===== src/rtl/button_events.sv =====
// Debounced button levels to single-cycle press events with typematic repeat.
// One independent IDLE/HOLD/REPEAT machine and counter per button.
module button_fsm #(
  parameter int CNT_W         = 27,
  parameter int HOLD_DELAY    = 50000000,
  parameter int REPEAT_PERIOD = 10000000
) (
  input  logic clk,
  input  logic rst_n,
  input  logic btn,
  output logic ev,
  output logic rpt,
  output logic held
);

  typedef enum logic [1:0] {
    IDLE,
    HOLD,
    REPEAT
  } state_t;

  localparam logic [CNT_W-1:0] HOLD_LAST =
    CNT_W'(HOLD_DELAY - 1);
  localparam logic [CNT_W-1:0] RPT_LAST =
    CNT_W'(REPEAT_PERIOD - 1);
  localparam logic [CNT_W-1:0] ONE = CNT_W'(1);

  state_t state, nState;
  logic [CNT_W-1:0] cnt, nCnt;
  logic nEv, nRpt;

  always_ff @(posedge clk or negedge rst_n) begin
    if (!rst_n) begin
      state <= IDLE;
      cnt   <= '0;
      ev    <= 1'b0;
      rpt   <= 1'b0;
    end else begin
      state <= nState;
      cnt   <= nCnt;
      ev    <= nEv;
      rpt   <= nRpt;
    end
  end

  // Release wins over a terminal count in the same cycle.
  always_comb begin
    nState = state;
    nCnt   = cnt;
    nEv    = 1'b0;
    nRpt   = 1'b0;
    if (!btn) begin
      nState = IDLE;
      nCnt   = '0;
    end else begin
      unique case (state)
        IDLE: begin
          nState = HOLD;
          nCnt   = '0;
          nEv    = 1'b1;
        end
        HOLD: begin
          if (cnt == HOLD_LAST) begin
            nState = REPEAT;
            nCnt   = '0;
            nEv    = 1'b1;
            nRpt   = 1'b1;
          end else begin
            nCnt = cnt + ONE;
          end
        end
        REPEAT: begin
          if (cnt == RPT_LAST) begin
            nCnt = '0;
            nEv  = 1'b1;
            nRpt = 1'b1;
          end else begin
            nCnt = cnt + ONE;
          end
        end
        default: begin
          nState = IDLE;
          nCnt   = '0;
        end
      endcase
    end
  end

  assign held = (state != IDLE);

endmodule

module button_events #(
  parameter int CNT_W         = 27,
  parameter int HOLD_DELAY    = 50000000,
  parameter int REPEAT_PERIOD = 10000000
) (
  input  logic       clk,
  input  logic       rst_n,
  input  logic       btnR_D,
  input  logic       btnL_D,
  input  logic       btnD_D,
  input  logic       btnU_D,
  output logic       evR,
  output logic       evL,
  output logic       evD,
  output logic       evU,
  output logic [3:0] ev_rpt,
  output logic [3:0] held
);

  logic [3:0] btnVec;
  logic [3:0] evVec;

  assign btnVec = {btnU_D, btnD_D, btnL_D, btnR_D};

  for (genvar i = 0; i < 4; i++) begin : g_btn
    button_fsm #(
      .CNT_W        (CNT_W),
      .HOLD_DELAY   (HOLD_DELAY),
      .REPEAT_PERIOD(REPEAT_PERIOD)
    ) u_fsm (
      .clk  (clk),
      .rst_n(rst_n),
      .btn  (btnVec[i]),
      .ev   (evVec[i]),
      .rpt  (ev_rpt[i]),
      .held (held[i])
    );
  end

  assign evR = evVec[0];
  assign evL = evVec[1];
  assign evD = evVec[2];
  assign evU = evVec[3];

endmodule


===== config.mk =====
export PLATFORM = sky130hd
export DESIGN_NAME = button_events
export DESIGN_NICKNAME = d
export VERILOG_FILES = /design/src/rtl/button_events.sv
export SDC_FILE = /design/constraint.sdc
export NUM_CORES = 1
export LEC_CHECK = 0
export BUFFER_PORTS_ARGS = -buffer_cell sky130_fd_sc_hd__clkbuf_2
export CAP_MARGIN = 20
export CORE_MARGIN = 2
export CORE_UTILIZATION = 60
export DETAILED_ROUTE_END_ITERATION = 8
export HOLD_SLACK_MARGIN = 0.03
export PLACE_DENSITY = 0.77
export SYNTH_ARGS = -nofsm -noshare
export SYNTH_HDL_FRONTEND = slang
export SYNTH_SLANG_ARGS = --single-unit
export TNS_END_PERCENT = 1

===== constraint.sdc =====
create_clock -name clk -period 3.55 [get_ports clk]
set_input_delay 0.5325 -clock clk [delete_from_list [all_inputs] [get_ports clk]]
set_output_delay 0.5325 -clock clk [all_outputs]
set_load 0.05 [all_outputs]

Word-level counts from Yosys, hierarchy flattened
Cells that the tools add are included.
- register bits after elaboration: 124
- output and inout port bits: 12
- logic and storage cells: 108
- input bits: 6
- equality and inequality tests: 24
- $add $sub $neg: 4
- muxes and demuxes: 52
- reductions and logical operators: 12
- operator list (operator ; number):
    $mux W27 ; 12
    $pmux W27 S2 ; 4
    $add A27 B1 Y27 const B ; 4
    $eq A27 B24 Y1 const B ; 4
    $eq A27 B26 Y1 const B ; 4
    $pmux W2 S3 ; 4
    $mux W1 ; 16
    $mux W2 ; 8
    $ne A3 B2 Y1 const B ; 4
    $pmux W1 S3 ; 4
    $eq A2 B1 Y1 const B ; 4
    $eq A2 B2 Y1 const B ; 4
    $logic_not A2 Y1 ; 4
    $ne A2 B2 Y1 const B ; 4
    $pmux W1 S2 ; 4
    $reduce_and A2 Y1 ; 4
    $reduce_bool A2 Y1 ; 4

Depth between registers and ports, before layout
- word-level depth: 4
- depth in mapped cells: 8
- mapped depth without buffers: 6

By module
A second synthesis with hierarchy kept.
- cells, all modules: 737
- area total of the unflattened synthesis: 7569.8 µm²
- by module, submodules not included (module ; cells an instance ; area each (µm²) ; times used ; sequential area each (µm²)):
    button_fsm (g_btn[0].u_fsm ...) ; 180 ; 1884.3 ; 3 ; 775.7
    button_fsm (g_btn[3].u_fsm) ; 197 ; 1916.8 ; 1 ; 775.7

Worst setup path after synthesis
OpenSTA, ideal clock, no wires.
- kind: register -> register
- from: register g_btn[1].u_fsm.cnt[0]
- to: register g_btn[1].u_fsm.cnt[18]
- data required time: 3.431 ns
- slack: 1.722 ns
- clock period less this slack: 1.828 ns
- path buffers: 2
- library setup time: 0.119 ns
- arrival time: 1.710 ns
- stages on the path, launching flop included: 9
- path through: dfrtp_1 > ha_1 > nor4bb_1 > nand4_1 > o21ai_1 > a21o_1 > buf_2 > buf_4 > nor2_1
- longest elaborated chain between the ends: 4
- elaborated cells between the ends (all ways): 7
- classes of those cells: 1 x add/sub; 2 x eq/ne; 4 x mux
- ends and longest elaborated chain (item ; RTL line ; source):
    start: declaration ; 29 ; logic [CNT_W-1:0] cnt, nCnt;
    start signal: assignment ; 40 ; cnt <= nCnt;
    $add A27 B1 Y27, or another cell as far along ; 69, 78 ;
    $mux W27, on equally long branches ; 73, 63 ;
    $pmux W27 S2 (*) ; 56 ; unique case (state)
    $mux W27 (*) ; 52 ; if (!btn) begin
    named net g_btn[1].u_fsm.nCnt[18] ; 29 ;
The timed path passes the listed nets; every way through them passes the cells marked *.
A chain may end at the register's enable or synchronous reset.

Worst setup path after layout
- from: register g_btn[2].u_fsm.cnt[0]
- to: register g_btn[2].u_fsm.cnt[13]
- longest elaborated chain between the ends: 4
- elaborated cells between the ends (all ways): 7
- classes of those cells: 1 x add/sub; 2 x eq/ne; 4 x mux
- ends and longest elaborated chain (item ; RTL line):
    start: declaration ; 29
    start signal: assignment ; 40
    $add A27 B1 Y27, or another cell as far along ; 69, 78
    $mux W27, on equally long branches ; 73, 63
    $pmux W27 S2 (*) ; 56
    $mux W27 (*) ; 52
    named net g_btn[2].u_fsm.nCnt[13] ; 29
Marked as above.

==> impl_metrics.toml <==
[run_status]
status = "finished clean"

[die]
initial_core_util = 0.615
fp.dieW_um = 110
die_area_mm2 = 0.0120
core.rowCount = 38
io_pins = 18
die_h_um = 110
core_mm2 = 0.0109

[routing]
routed_wl_um = 13200
drt-initial-drc-count = 346
wl_per_cell_um = 15.3
drc = 0
avgViaCountPerCell = 5.87
drtPass1Iterations = 7
postRouteAntennaNets = 0
num_vias = 5045

[cells_and_area]
drive_gt1_frac = 0.0847
final_area_mm2 = 0.00741
fill_cells = 843
nNetsFinal = 737
stdcell_count = 860
antenna_cells = 0
syn_to_final_growth_pct = 10.7

[cts]
clockBufferDepth = 2
cts_sinks = 124
cts_buffers = 17
cts.htree.levels = 4
post_cts_buffers = 0
clk_pin_slew_worst_paths_ps = 60
cts-resized-gates = 0
cts-root-buf = "clkbuf_8"
tritoncts = "done"
cts_hold_buffers = 0
clock_latency_ps = 530

[worst_setup_path]
r2r_end = "g_btn[2].u_fsm.cnt[13]"
crit_type = "flop to flop"
cp.required_ps = 3920
crit_arrival_ps = 2800
critPathMaxFanout = 27
crit_path_end_kind = "flop"
rr_worst_depth = 6
r2r_setup_slack_ps = 1110
start_kind = "flop"
worstReg2RegStart = "g_btn[2].u_fsm.cnt[0]"

[power_and_ir_drop]
p_leak_nw = 3.01
ir_worst_vdd_uv = 497
p_per_area_mw_per_mm2 = 528
power_w = 0.00391

[timing]
tightest_slew_ps = 873
fin_skew_ps = 7.94
tns_ps = 0
drv_slew = 0
setup_viol = 0
layout_min_cycle_time_ps = 2440
hold_viol = 0
slew-limit-headroom = 0.418
finalCritPeriodShare = 0.686
rsz0062_at_grt = "false"
fmax_ghz = 0.410

[synth]
synth_seq_area_share = 0.463
synth_warnings = 0
synth_async_sr_flop_share = 1.00
syn_inst = 697
synthTopCellsByCount = "nor2_1 (127), dfrtp_1 (124), xnor2_1 (51), nand2_1 (50), nand3_1 (49)"
synth_area_leaders = "dfrtp_1 (46%), nor2_1 (7.1%), xnor2_1 (6.7%)"
ys_ff_latch = 124
synth.top_cell.area_share = 0.463
synth_cell_types = 40
synth_most_common_cell = "nor2_1"
syn-cell-area_mm2 = 0.00670
synth.avg_cell_area_um2 = 9.61
synth_edf_count = 0
yosysTopAreaCell = "dfrtp_1"
synth_xor_area_frac = 0.128
synth_compound_area_frac = 0.0189
synth_ff_type = "dfrtp_1"
synth.net_count = 727
synthSimpleGateAreaFrac = 0.294
synth_top_family_by_area = "simple AND/OR/NAND/NOR gates"
synth_fa_ha_area_frac = 0.0448
synth_mux_area_frac = 0.0120

[placed_design]
dp_cells = 828
dp_hpwl_um = 8590
dpl_cell_area_mm2 = 0.00681
place.gp.congestion = 0.851
io_buffers = 17

[global_routing]
grt_pass1_wl_um = 22400
gr-total-overflow = 0
grt_pass1_vias = 4845
grt_max_degree = 66
grt_use_total = 0.238
grt_antenna_before_repair = 0

[min_path]
min_path_type = "input port to async pin"

[run]
drv_cap = 0
==> per-layer routing <==
| layer | track usage | up-vias | wire (µm) |
|---|---|---|---|
| met4 | 0.0814 | 0 | 82 |
| met5 | 0 | - | 0 |
| met3 | 0.0652 | 8 | 522 |
| met2 | 0.397 | 99 | 6690 |
| li1 | - | 2408 | - |
| met1 | 0.298 | 2530 | 5870 |
==> flip-flops by register name (all words and copies together) (netlist names) <==
name               cells
g_btn.u_fsm.state      8
g_btn.u_fsm.rpt        4
g_btn.u_fsm.ev         4
g_btn.u_fsm.cnt      108
==> report_power, final <==
part	switching [W]	internal, W
combinational	0.000452	0.000174
clock	0.000667	0.00108
sequential	0.0000642	0.00147
==> final cells by class <==
cell class	instances	area (µm²)	share of cell area
clock buffers	17	414	0.0559
clock inverters	15	190	0.0257
inverters	24	90.1	0.0122
multi-input cells	522	3330	0.450
flip-flops and latches	124	3100	0.419
well taps	140	175	0.0236
repair buffers	18	108	0.0145
==> logic make-up after synthesis <==
logic type	after synthesis
AND/OR/NAND/NOR	370
flip-flops	124
XOR/XNOR	98
buffers and inverters	51
adder cells (fa/ha/maj)	24
AO/OA/AOI/OAI	22
multiplexers	8
==> cell usage in the layout (no fill, tap or decap), drive strengths merged, types with 24 or more instances in the layout <==
cell    instances
nor2          127
dfrtp         124
nand3          52
xnor2          51
nand2          50
xor2           47
nand4          35
clkbuf         33
inv            28
ha             24
and3           24
==> critical path, stage by stage, from the launching register on <==
cell	delay (ps)
dfrtp_1	440
ha_1	260
nor4bb_1	310
nand4_1	210
o21ai_1	200
a21o_1	690
nor2_1	160
==> through the flow <==
stage	hold WS (ps)	worst slack, ps	utilization
floorplan	237	1720	-
global placement	485	1260	0.625
detailed placement	516	1100	0.625
CTS	98.7	1090	0.681
global route	145	829	0.681
finish	92.1	1110	0.681
==> worst max-delay path by stage <==
| stage | slack, ps | start | end | cells after the start |
|---|---|---|---|---|
| 6_report | 1110 | g_btn[2].u_fsm.cnt[0] | g_btn[2].u_fsm.cnt[13] | 6 |
| 3_3_place_gp | 1260 | g_btn[1].u_fsm.cnt[0] | g_btn[1].u_fsm.cnt[22] | 6 |
| 2_1_floorplan | 1720 | g_btn[1].u_fsm.cnt[0] | g_btn[1].u_fsm.cnt[18] | 8 |
| 5_1_grt | 830 | g_btn[1].u_fsm.cnt[0] | g_btn[1].u_fsm.cnt[21] | 6 |
| 3_5_place_dp | 1100 | g_btn[1].u_fsm.cnt[0] | g_btn[1].u_fsm.cnt[13] | 6 |
| 4_1_cts | 1090 | g_btn[1].u_fsm.cnt[0] | g_btn[1].u_fsm.cnt[2] | 6 |
No activity file was read; power rests on OpenSTA's default activity.
